### src/rtl/fd_delay_pkg.sv
// Shared definitions for the delay-line programmer: tap width, tap value
// type, FSM state encoding and the round-robin pointer helper.
// Imported by fd_rr_arbiter and fd_delay_line_programmer.
package fd_delay_pkg;

   // Width of one delay-chip tap value.
   localparam int TAP_W = 10;

   typedef logic [TAP_W-1:0] tap_t;

   // Programming sequence: latch the value, wait for setup, strobe LEN,
   // then hold the value stable before returning to IDLE.
   typedef enum logic [1:0] {
      ST_IDLE   = 2'd0,
      ST_SETUP  = 2'd1,
      ST_STROBE = 2'd2,
      ST_HOLD   = 2'd3
   } fd_state_e;

   // Channel index following idx, wrapping at n.
   function automatic int rr_next(input int idx, input int n);
      return (idx >= n - 1) ? 0 : idx + 1;
   endfunction

endpackage

### src/rtl/fd_rr_arbiter.sv
// Round-robin arbiter: scans the unmasked requests starting at the pointer
// channel and wrapping, and returns a one-hot grant plus its index.
// Purely combinational; the caller owns the pointer register.
module fd_rr_arbiter
   import fd_delay_pkg::*;
#(
   parameter int g_num_channels = 4,
   parameter int g_idx_w        = 2
) (
   input  logic [g_num_channels-1:0] req_i,
   input  logic [g_num_channels-1:0] mask_i,
   input  logic [g_idx_w-1:0]        ptr_i,
   output logic [g_num_channels-1:0] grant_o,
   output logic [g_idx_w-1:0]        grant_idx_o,
   output logic                      grant_vld_o
);

   logic [g_num_channels-1:0] eligible;
   logic [g_idx_w-1:0]        scan_idx;
   int                        scan_int;

   // First eligible request at or after the pointer, wrapping around.
   always_comb begin
      eligible    = req_i & ~mask_i;
      grant_o     = '0;
      grant_idx_o = '0;
      grant_vld_o = 1'b0;
      scan_int    = 0;
      scan_idx    = '0;
      for (int i = 0; i < g_num_channels; i++) begin
         scan_int = int'(ptr_i) + i;
         if (scan_int >= g_num_channels) begin
            scan_int = scan_int - g_num_channels;
         end
         scan_idx = g_idx_w'(scan_int);
         if (!grant_vld_o && eligible[scan_idx]) begin
            grant_vld_o        = 1'b1;
            grant_o[scan_idx]  = 1'b1;
            grant_idx_o        = scan_idx;
         end
      end
   end

endmodule

### src/rtl/fd_delay_line_programmer.sv
// Programs up to eight delay-line chips over a shared 10-bit tap bus.
// One channel at a time is granted round-robin; its tap value is latched,
// held for a setup time, strobed into the chip with a LEN pulse on that
// chip only, held again, and the requester is acked for one cycle.
// Optional feature: define FD_DLY_READBACK_EN to add readback_o, a set of
// per-channel shadow registers holding the last value programmed into
// each chip.
module fd_delay_line_programmer
   import fd_delay_pkg::*;
#(
   parameter int g_num_channels = 4,
   parameter int g_setup_cycles = 2,
   parameter int g_len_cycles   = 2,
   parameter int g_hold_cycles  = 2
) (
   input  logic                            clk_ref_i,
   input  logic                            rst_n_i,
   input  logic [g_num_channels-1:0]       req_i,
   input  logic [TAP_W*g_num_channels-1:0] value_i,
   output logic [g_num_channels-1:0]       ack_o,
   output logic                            busy_o,
   output logic [TAP_W-1:0]                delay_val_o,
   output logic [g_num_channels-1:0]       delay_len_o
`ifdef FD_DLY_READBACK_EN
   ,
   output logic [TAP_W*g_num_channels-1:0] readback_o
`endif
);

   localparam int IDX_W = (g_num_channels > 1) ? $clog2(g_num_channels) : 1;
   localparam int CNT_W = 16;

   localparam logic [1:0] S_IDLE   = ST_IDLE;
   localparam logic [1:0] S_SETUP  = ST_SETUP;
   localparam logic [1:0] S_STROBE = ST_STROBE;
   localparam logic [1:0] S_HOLD   = ST_HOLD;

   // Last count value of each timed phase.
   localparam logic [CNT_W-1:0] SETUP_LAST = CNT_W'(g_setup_cycles - 1);
   localparam logic [CNT_W-1:0] LEN_LAST   = CNT_W'(g_len_cycles - 1);
   localparam logic [CNT_W-1:0] HOLD_LAST  = CNT_W'(g_hold_cycles - 1);

   logic [1:0]                state_q, state_d;
   logic [CNT_W-1:0]          cnt_q, cnt_d;
   logic [g_num_channels-1:0] sel_q, sel_d;     // one-hot granted channel
   logic [IDX_W-1:0]          ptr_q, ptr_d;     // first channel to scan
   tap_t                      val_q, val_d;
   logic [g_num_channels-1:0] ack_q, ack_d;

   logic [g_num_channels-1:0] arb_req;
   logic [g_num_channels-1:0] arb_grant;
   logic [IDX_W-1:0]          arb_idx;
   logic                      arb_vld;
   tap_t                      granted_val;
   logic                      hold_done;

   // Requests only count while idle; the channel being acked this cycle
   // is masked so a requester that drops req on its ack is not re-served.
   assign arb_req   = (state_q == S_IDLE) ? req_i : '0;
   assign hold_done = (state_q == S_HOLD) && (cnt_q == HOLD_LAST);

   fd_rr_arbiter #(
      .g_num_channels (g_num_channels),
      .g_idx_w        (IDX_W)
   ) u_arb (
      .req_i       (arb_req),
      .mask_i      (ack_q),
      .ptr_i       (ptr_q),
      .grant_o     (arb_grant),
      .grant_idx_o (arb_idx),
      .grant_vld_o (arb_vld)
   );

   // Select the tap value of the channel being granted.
   always_comb begin
      granted_val = '0;
      for (int k = 0; k < g_num_channels; k++) begin
         if (arb_grant[k]) begin
            granted_val = value_i[k*TAP_W +: TAP_W];
         end
      end
   end

   // Sequencer: grant, timed setup/strobe/hold phases, ack on return to IDLE.
   always_comb begin
      state_d = state_q;
      cnt_d   = cnt_q;
      sel_d   = sel_q;
      ptr_d   = ptr_q;
      val_d   = val_q;
      ack_d   = '0;
      case (state_q)
         S_IDLE: begin
            if (arb_vld) begin
               state_d = S_SETUP;
               cnt_d   = '0;
               sel_d   = arb_grant;
               ptr_d   = IDX_W'(rr_next(int'(arb_idx), g_num_channels));
               val_d   = granted_val;
            end
         end
         S_SETUP: begin
            if (cnt_q == SETUP_LAST) begin
               state_d = S_STROBE;
               cnt_d   = '0;
            end else begin
               cnt_d = cnt_q + CNT_W'(1);
            end
         end
         S_STROBE: begin
            if (cnt_q == LEN_LAST) begin
               state_d = S_HOLD;
               cnt_d   = '0;
            end else begin
               cnt_d = cnt_q + CNT_W'(1);
            end
         end
         S_HOLD: begin
            if (hold_done) begin
               state_d = S_IDLE;
               cnt_d   = '0;
               ack_d   = sel_q;
            end else begin
               cnt_d = cnt_q + CNT_W'(1);
            end
         end
         default: begin
            state_d = S_IDLE;
            cnt_d   = '0;
         end
      endcase
   end

   // State registers with synchronous active-low reset.
   always_ff @(posedge clk_ref_i) begin
      if (!rst_n_i) begin
         state_q <= S_IDLE;
         cnt_q   <= '0;
         sel_q   <= '0;
         ptr_q   <= '0;
         val_q   <= '0;
         ack_q   <= '0;
      end else begin
         state_q <= state_d;
         cnt_q   <= cnt_d;
         sel_q   <= sel_d;
         ptr_q   <= ptr_d;
         val_q   <= val_d;
         ack_q   <= ack_d;
      end
   end

   // LEN comes straight from registered state, so it is glitch-free and
   // at most one bit (the granted one) is ever high.
   assign delay_len_o = (state_q == S_STROBE) ? sel_q : '0;
   assign delay_val_o = val_q;
   assign busy_o      = (state_q != S_IDLE);
   assign ack_o       = ack_q;

`ifdef FD_DLY_READBACK_EN
   logic [TAP_W*g_num_channels-1:0] shadow_q, shadow_d;

   // Shadow copy written as the sequence completes, visible with the ack.
   always_comb begin
      shadow_d = shadow_q;
      if (hold_done) begin
         for (int k = 0; k < g_num_channels; k++) begin
            if (sel_q[k]) begin
               shadow_d[k*TAP_W +: TAP_W] = val_q;
            end
         end
      end
   end

   // Shadow registers cleared by reset.
   always_ff @(posedge clk_ref_i) begin
      if (!rst_n_i) begin
         shadow_q <= '0;
      end else begin
         shadow_q <= shadow_d;
      end
   end

   assign readback_o = shadow_q;
`endif

endmodule

### config.mk
export PLATFORM = sky130hd
export DESIGN_NAME = fd_delay_line_programmer
export DESIGN_NICKNAME = d
export VERILOG_FILES = /design/src/rtl/fd_delay_pkg.sv /design/src/rtl/fd_rr_arbiter.sv /design/src/rtl/fd_delay_line_programmer.sv
export SDC_FILE = /design/constraint.sdc
export NUM_CORES = 1
export LEC_CHECK = 0
export ABC_AREA = 1
export CAP_MARGIN = 20
export CORE_MARGIN = 2
export CORE_UTILIZATION = 44
export DETAILED_ROUTE_END_ITERATION = 7
export GPL_ROUTABILITY_DRIVEN = 0
export PLACE_DENSITY = 0.72
export SLEW_MARGIN = 10
export SYNTH_ARGS = -nofsm -noshare
export SYNTH_HDL_FRONTEND = slang
export SYNTH_SLANG_ARGS = --single-unit
### constraint.sdc
create_clock -name clk_ref_i -period 2.6 [get_ports clk_ref_i]
set_input_delay 0.65 -clock clk_ref_i [delete_from_list [all_inputs] [get_ports clk_ref_i]]
set_output_delay 0.65 -clock clk_ref_i [all_outputs]
set_load 0.02 [all_outputs]
==> impl_metrics.toml, run 1 <==
[sta]
slew_headroom_pct = 68.52
final-hold-violation-count = 0
skew_ps = 8.148
rsz0062_at_grt = "false"
fin_crit_sh_pct = 92.85
whs_ps = 477.6
drv_slew = 0
finalSetupViolCount = 0
worst-slew-pin-transition_ps = 467.9
fin_crit_ps = 2414
timing.fmax_mhz = 414.2

[synth]
ys_warn_count = 0
netlist_top_cells_area = "dfxtp_1 29%, nand2_1 11%, a21oi_1 10%"
yosys.area.top_type_share_pct = 28.73
syn_nets = 461
ys_ff_latch = 38
syn_area_sq_mm = 0.002648
synth_top_area_cell = "dfxtp_1"
synthCells = 403
synthArstFlopShare_pct = 0
synth.distinct_cells = 33
avgSynthCellArea_sq_um = 6.570
synth-edff-count = 0
seq_area_frac_synth_pct = 28.73
synth_ff_type = "dfxtp_1"

[route]
drt_pre_antenna_iters = 5
vias_per_cell = 5.283
via_count = 2895
drt_iter0_drc = 136
ant_nets = 0
drcViolationCount = 0
routedWlPerCell_microns = 13.12
finalWirelength_mm = 7.188

[power_and_ir_drop]
seqPwrFrac_pct = 17.8
max-vdd-ir-drop_uv = 809.4
switching_share_pct = 52.16
combPwrFrac_pct = 72.2
p_leak_nw = 1.540
powerDensity_mw_per_mm2 = 1247
power.switching_mw = 2.285
clkPwrFrac_pct = 10.0
p_int_mw = 2.095

[hold_path]
hold_class = "flop to flop"
hold_path.startpoint = "sel_q[0]"

[die]
die_height_microns = 81.57
start_util_pct = 45.25
die_area_sq_mm = 0.006654
die_w_microns = 81.57
ios = 65
core_sq_mm = 0.005851
core.rowCount = 28

[layout]
multiInputGateArea_sq_mm = 0.001585
final_cells = 548
register_area_sq_um = 760.7
nFillCells = 527
area_growth_syn_to_layout_pct = 32.66
final_nets = 530
layout-drive-gt1-share_pct = 10.57
antenna_cells = 0

[critical_path]
cp_max_fo = 6
worst_path_largest_cell_delay_ps = 590
path_cells = "inv_1, ha_2, nand2_1, inv_1, clkdlybuf4s50_1"
cp-startpoint = "state_q[0]"
timing.rr.start = "state_q[0]"
slowest_stage = "clkdlybuf4s50_1"
cp_common_cell = "inv_1"
crit_arrival_ps = 1760
setup.worst_path.end_class = "output port"
cp_num_buf_inv = 3
startpoint_type = "flop"
worstSetupPathType = "flop to output port"
cp_top_family = "buffers and inverters"
critPathRequiredTime_ps = 1950

[grt]
antenna_found_initial = 0
grtUsageMet1_pct = 29.30
grt_pass1_wl_mm = 11.37
met3_usage_pct = 4.505
grt_max_degree = 22
met2_usage_pct = 35.33
grt-ovfl-total = 0
grt.busiest_layer = "met2"
grt_pass1_vias = 2546
track_usage_pct = 21.78

[clocking]
cts_buffer_depth = 2
cts_root_buffer = "clkbuf_8"
post_cts_buffers = 0
clkTransAtPathRegs_ps = 80
insertion_delay_ps = 300
htree_levels = 2
holdBufCountCts = 0
cts_tree = "done"
numCtsBuffers = 5
cts.sinks = 38

[status]
outcome = "finished, final reports clean"

[placed_design]
place_inst = 539
hpwl_mm = 5.430
io_buffers = 64

[flow_run]
drv_cap = 0
[layout by cell type (no fill, tap or decap), types with 3 or more instances in the layout]
cell and n:
clkbuf_8 6, a211oi_1 3, nor4_1 4, ha_1 11
dfxtp_1 38, nand2_1 79, nand3_1 34, nand2_2 6
nand3_2 6, inv_1 54, buf_4 8, clkdlybuf4s50_1 63
nor2_1 32, a21oi_1 53, o21ai_0 18, nand2_4 6
inv_2 5, a31oi_1 3, o21ai_1 3, nand4_1 11
nor3_1 11, nor2_4 3
[cell families (layout without fill, tap and decap cells)]
group,Yosys count,after routing,synth area share (%)
fa+ha+maj,12,12,5.671
compound gates,84,84,17.06
buf+inv,74,143,11.91
flops,38,38,28.73
simple gates,194,195,36.29
xor+xnor,1,1,0.3309
[final timing paths]
kind / to / slack [ps] / depth (start not counted)
max: delay_len_o[1] / 190 / 5
min: ack_o[0] / 480 / 2
max reg2reg: delay_val_o[5] / 250 / 18
min reg2reg: ack_o[0] / 480 / 2
[repair_timing]
action | in CTS | in global routing
setup endpoints to repair | 0 | 8
hold endpoints to repair | 0 | 0
resized for setup | 0 | 5
[stage by stage]
step | setup WS (ps) | cell area (sq um) | TNS (ps) | utilization, % | power [mW]
after floorplan | 478.0 | 2648 | 0 | - | 3.088
after global placement | 51.23 | 3398 | 0 | 58.08 | 3.829
after detailed placement | -13.50 | 3398 | -19.93 | 58.08 | 3.871
after CTS | 16.85 | 3493 | 0 | 59.71 | 4.326
after global routing | 3.247 | 3512 | 0 | 60.03 | 4.809
final | 185.8 | 3512 | 0 | 60.03 | 4.380
[worst min-delay path, cell delays in order (launching register included)]
cell and delay [ps]:
dfxtp_1 310, inv_1 60, nor2_1 50
[synth_stat cells, types with 3 or more instances]
library cell / number
nand2_1: 78
inv_1: 54
a21oi_1: 53
dfxtp_1: 38
nand3_1: 34
nor2_1: 33
o21ai_0: 18
ha_1: 12
nand4_1: 11
nor3_1: 11
inv_2: 6
nand2_2: 6
nand2_4: 6
nand3_2: 6
buf_2: 4
buf_4: 4
nor4_1: 4
a211oi_1: 3
a31oi_1: 3
o21ai_1: 3
[flip-flops by register name, summed over array words and instances (netlist names), named ones only]
register / count
cnt_q: 16
sel_q: 4
state_q: 2
ptr_q: 1
ack_o: 4
delay_val_o: 10
[area by class of cell]
class | instances | share of cell area, %
clock inverter | 2 | 0.3563
timing repair buffer | 74 | 21.16
sequential | 38 | 21.66
multi-input combinational | 292 | 45.14
tap | 75 | 2.672
inverter | 61 | 6.662
clock buffer | 6 | 2.351
[power by group through the flow]
stage	registers [mW]	clock network (mW)	logic, mW
floorplan	0.849	0	2.24
global placement	0.789	0	3.04
detailed placement	0.789	0	3.08
CTS	0.778	0.457	3.09
global route	0.793	0.478	3.54
finish	0.780	0.439	3.16
[layer usage]
layer / wire (microns) / up-vias / share of wire [%]
li1: - / 1463 / -
met1: 3244 / 1334 / 45
met2: 3521 / 91 / 49
met3: 338 / 7 / 4.7
met4: 83 / 0 / 1.2
met5: 0 / - / 0
(Power assumes the default switching activity.)
==> run 2: changes to the inputs <==
RECOVER_POWER = 50   (was not set)
REMOVE_ABC_BUFFERS = 1   (was not set)
==> run 2 against run 1 <==
Net effect: combinational power is 2% lower; non-clock buffer count up 1; clock power is 39% higher; largest power group unchanged; worst hold slack lost 8.0 ps; clock skew increased by 3.4 ps; power increased by 2.0%; critical path type unchanged; first-iteration DRC count is 25% higher; global-route usage down 0.37 points; cell count unchanged; core utilization grew 0.62 points; count of clock-buffer cells in the layout shrank 1; final area up 1.0%.
==> impl_metrics.toml, run 2 (synthesis gave the netlist of run 1 again) <==
[route]
highest_layer = "met4"
finalWirelength_mm = 7.062
routedWlPerCell_microns = 12.89
wl_met3_microns = 350
ant_nets = 0
wl_met1_mm = 2.963
drt_iter0_drc = 170
drcViolationCount = 0
drt_pre_antenna_iters = 5
met2_length_mm = 3.667
via_count = 2864
vias_per_cell = 5.226

[clocking]
cts_root_buffer = "clkbuf_8"
cts_buffer_depth = 2
insertion_delay_ps = 300
cts_tree = "done"
htree_levels = 2
post_cts_buffers = 0
numCtsBuffers = 5
clkTransAtPathRegs_ps = 70
cts.sinks = 38
holdBufCountCts = 0

[layout]
antenna_cells = 0
final_cells = 548
layout_commonest_cell = "nand2_1"
multiInputGateArea_sq_mm = 0.001577
nFillCells = 525
register_area_sq_um = 760.7
largest_reg_flops = 16
final_cell_mix = "78 x nand2_1, 55 x inv_1, 53 x a21oi_1, 50 x clkdlybuf4s50_1, 38 x dfxtp_1"
regMostFlops = "cnt_q"
area_growth_syn_to_layout_pct = 34.03
layout-drive-gt1-share_pct = 10.15
final_nets = 530
postLayoutCellArea_sq_mm = 0.003548

[grt]
track_usage_pct = 21.42
grt_max_degree = 22
grt_pass1_wl_mm = 11.29
grt_pass1_vias = 2614
antenna_found_initial = 0
grt-ovfl-total = 0

[critical_path]
cp_num_buf_inv = 3
cp_max_fo = 6
setup.worst_path.end_class = "output port"
crit_arrival_ps = 1830
startpoint_type = "flop"
path_cells = "inv_1, ha_1, nand2_1, inv_1, clkdlybuf4s50_1"
worstSetupPathType = "flop to output port"
cp_common_cell = "inv_1"
worst_path_largest_cell_delay_ps = 600
cp_top_family = "buffers and inverters"
slowest_stage = "clkdlybuf4s50_1"
critPathRequiredTime_ps = 1950

[flow_run]
drv_cap = 0

[die]
start_util_pct = 45.25
die_area_sq_mm = 0.006654
core_sq_mm = 0.005851
core.rowCount = 28
die_height_microns = 81.57
ios = 65
die_w_microns = 81.57

[sta]
whs_ps = 469.6
setup_ws_ps = 121.3
fin_crit_sh_pct = 95.34
drv_slew = 0
fin_crit_ps = 2479
slew_headroom_pct = 71.93
worst-slew-pin-transition_ps = 417.3
finalSetupViolCount = 0
skew_ps = 11.53
rsz0062_at_grt = "false"
timing.fmax_mhz = 403.4
final-hold-violation-count = 0

[placed_design]
io_buffers = 64
place_ws_ps = -49.43
placed_cell_area_sq_mm = 0.003406
hpwl_mm = 5.427
place_inst = 540

[power_and_ir_drop]
p_leak_nw = 1.589
powerDensity_mw_per_mm2 = 1259
max-vdd-ir-drop_uv = 799.1

[status]
outcome = "finished, final reports clean"

[hold_path]
hold_class = "flop to flop"
run 2: tightest hold or removal path, stage by stage, from the launching register on:
cell,delay [ps]
dfxtp_1,310
inv_1,70
nor2_1,50
run 2: what timing repair did:
| item | CTS | global route |
|---|---|---|
| endpoints found under the setup margin | 0 | 10 |
| hold endpoints to repair | 0 | 0 |
| resized for setup | 0 | 2 |
run 2: report_power, final:
group / total [mW] / internal [mW] / switching (mW)
sequential: 0.771 / 0.711 / 0.0603
clock: 0.609 / 0.384 / 0.224
combinational: 3.09 / 1.15 / 1.94
total: 4.47 / 2.25 / 2.22
run 2: final timing paths:
path         startpoint             end  slack, ps  cells past startpoint
max          state_q[0]  delay_len_o[3]        120                      5
min            sel_q[1]        ack_o[1]        470                      2
max reg2reg  state_q[0]  delay_val_o[2]        210                     18
min reg2reg    sel_q[1]        ack_o[1]        470                      2
run 2: per-layer routing:
| metal | vias up | track usage, % |
|---|---|---|
| li1 | 1469 | - |
| met1 | 1319 | 25.69 |
| met5 | - | 0 |
| met4 | 0 | 6.000 |
| met2 | 70 | 39.10 |
| met3 | 6 | 3.736 |
run 2: final cells by class:
class / instances / share of cell area [%]
repair buffers: 75 / 21.02
flip-flops and latches: 38 / 21.44
well taps: 75 / 2.645
multi-input cells: 291 / 44.43
clock buffers: 5 / 1.939
clock inverters: 3 / 1.939
inverters: 61 / 6.594
run 2: stage by stage:
step | total power, mW | utilization, % | TNS, ps
6_report | 4.467 | 60.65 | 0
5_1_grt | 4.896 | 60.65 | 0
4_1_cts | 4.486 | 60.56 | 0
3_5_place_dp | 3.868 | 58.21 | -252.9
3_3_place_gp | 3.822 | 58.21 | 0
2_1_floorplan | 2.913 | - | 0
==> run 3: changes to the inputs <==
CAP_MARGIN = not set   (was 20)
RECOVER_POWER = not set   (was 50)
==> run 3 against run 2 <==
Net effect: global-route usage is the same; final area is essentially flat; non-clock buffer count is the same; sequential cell count is the same; critical path depth is the same.
==> impl_metrics.toml, run 3 (synthesis gave the netlist of run 1 again) <==
[sta]
timing.fmax_mhz = 405.0
worst-slew-pin-transition_ps = 428.1
final-hold-violation-count = 0
skew_ps = 11.43
finalSetupViolCount = 0
drv_slew = 0
slew_headroom_pct = 71.20
fin_crit_sh_pct = 94.97
setup_ws_ps = 130.7
tns_ps = 0
rsz0062_at_grt = "false"
fin_crit_ps = 2469

[critical_path]
timing.rr.start = "state_q[0]"
cp_num_buf_inv = 3
critPathRequiredTime_ps = 1950
worstSetupPathType = "flop to output port"
reg2reg_depth = 18
worst_path_largest_cell_delay_ps = 600
cp_max_fo = 6
path_cells = "inv_1, ha_1, nand2_1, inv_1, clkdlybuf4s50_1"
slowest_stage = "clkdlybuf4s50_1"
cp.depth = 5
crit_arrival_ps = 1820
setup.worst_path.end_class = "output port"
cp_common_cell = "inv_1"
cp-startpoint = "state_q[0]"
startpoint_type = "flop"
cp_top_family = "buffers and inverters"

[clocking]
cts_buffer_depth = 2
cts_root_buffer = "clkbuf_8"
cts_tree = "done"
htree_levels = 2
clkTransAtPathRegs_ps = 70
numCtsBuffers = 5
post_cts_buffers = 0
cts.sinks = 38
insertion_delay_ps = 290

[die]
core.rowCount = 28
core_sq_mm = 0.005851
die_area_sq_mm = 0.006654
start_util_pct = 45.25
die_height_microns = 81.57
ios = 65
die_w_microns = 81.57

[grt]
track_usage_pct = 21.42
grt_pass1_vias = 2614
grt-ovfl-total = 0
antenna_found_initial = 0
grt_max_degree = 22
grt_pass1_wl_mm = 11.29

[power_and_ir_drop]
switching_share_pct = 49.46
p_int_mw = 2.274
powerDensity_mw_per_mm2 = 1267
combPwrFrac_pct = 69.4
max-vdd-ir-drop_uv = 788.3
power.switching_mw = 2.225
clkPwrFrac_pct = 13.5
p_leak_nw = 1.550
seqPwrFrac_pct = 17.2

[hold_path]
hold_depth = 2
hold_class = "flop to flop"
hold_path.startpoint = "sel_q[1]"

[status]
outcome = "finished, final reports clean"

[placed_design]
place_ws_ps = -49.43
hpwl_mm = 5.427
io_buffers = 64
place_inst = 540

[route]
ant_nets = 0
finalWirelength_mm = 7.055
drcViolationCount = 0
drt_pre_antenna_iters = 5
vias_per_cell = 5.224
routedWlPerCell_microns = 12.87
via_count = 2863
drt_iter0_drc = 169

[layout]
layout_commonest_cell = "nand2_1"
area_growth_syn_to_layout_pct = 34.12
final_cell_mix = "78 x nand2_1, 64 x clkdlybuf4s50_1, 54 x inv_1, 53 x a21oi_1, 38 x dfxtp_1"
largest_reg_flops = 16
post-route-util_pct = 60.69
final_cells = 548
regMostFlops = "cnt_q"
layout-drive-gt1-share_pct = 10.36
nFillCells = 526
antenna_cells = 0
final_nets = 530

[flow_run]
drv_cap = 0
-- run 3: cell count changes in the layout (fill, tap and decap cells not counted) --
cell and change:
dlygate4sd3_1 -14, clkbuf_2 -1, buf_4 +1, inv_2 +1
clkdlybuf4s50_1 +14, inv_1 -1
-- run 3: worst reg2reg max path: cells and delay by family, from the launching register on --
kind / cells / cell delay [ps]
flops: 1 / 370
simple gates: 12 / 1060
compound gates: 1 / 140
fa+ha+maj: 1 / 230
buf+inv: 4 / 530
-- run 3: power groups by stage --
stage               clock, mW  combinational, mW  sequential [mW]
floorplan                   0               2.05            0.860
global placement            0               3.04            0.784
detailed placement          0               3.08            0.787
CTS                     0.619               3.09            0.774
global route            0.639               3.50            0.787
finish                  0.605               3.12            0.773
-- run 3: worst paths after layout --
kind | endpoint | slack (ps)
hold / removal | ack_o[1] | 470
hold reg to reg | ack_o[1] | 470
setup / recovery | delay_len_o[3] | 130
setup reg to reg | delay_val_o[7] | 220
-- run 3: through the flow --
step | hold WS, ps | instance area (sq um) | power, mW
final | 469.9 | 3551 | 4.498
after global routing | 505.4 | 3551 | 4.929
after CTS | 476.1 | 3543 | 4.486
after detailed placement | 465.8 | 3406 | 3.868
after global placement | 467.5 | 3406 | 3.822
after floorplan | 431.0 | 2564 | 2.913
-- run 3: routing by layer --
layer | share of wire (%) | vias up | GRT usage [%]
li1 | - | 1468 | -
met1 | 43 | 1315 | 25.69
met2 | 52 | 74 | 39.10
met3 | 4.5 | 6 | 3.736
met4 | 0.95 | 0 | 6.000
met5 | 0 | - | 0
-- run 3: cell type report --
class | count | area, sq um | area share [%]
Timing Repair Buffer | 75 | 748.2 | 21.07
Clock inverter | 3 | 68.82 | 1.938
Inverter | 61 | 234.0 | 6.589
Multi-Input combinational cell | 291 | 1577 | 44.40
Tap cell | 75 | 93.84 | 2.643
Clock buffer | 5 | 68.82 | 1.938
Sequential cell | 38 | 760.7 | 21.42
-- run 3: what timing repair did --
| action | CTS | global route |
|---|---|---|
| gates resized for setup | 0 | 2 |
| hold buffers | 0 | 0 |
| setup endpoints to repair | 0 | 10 |
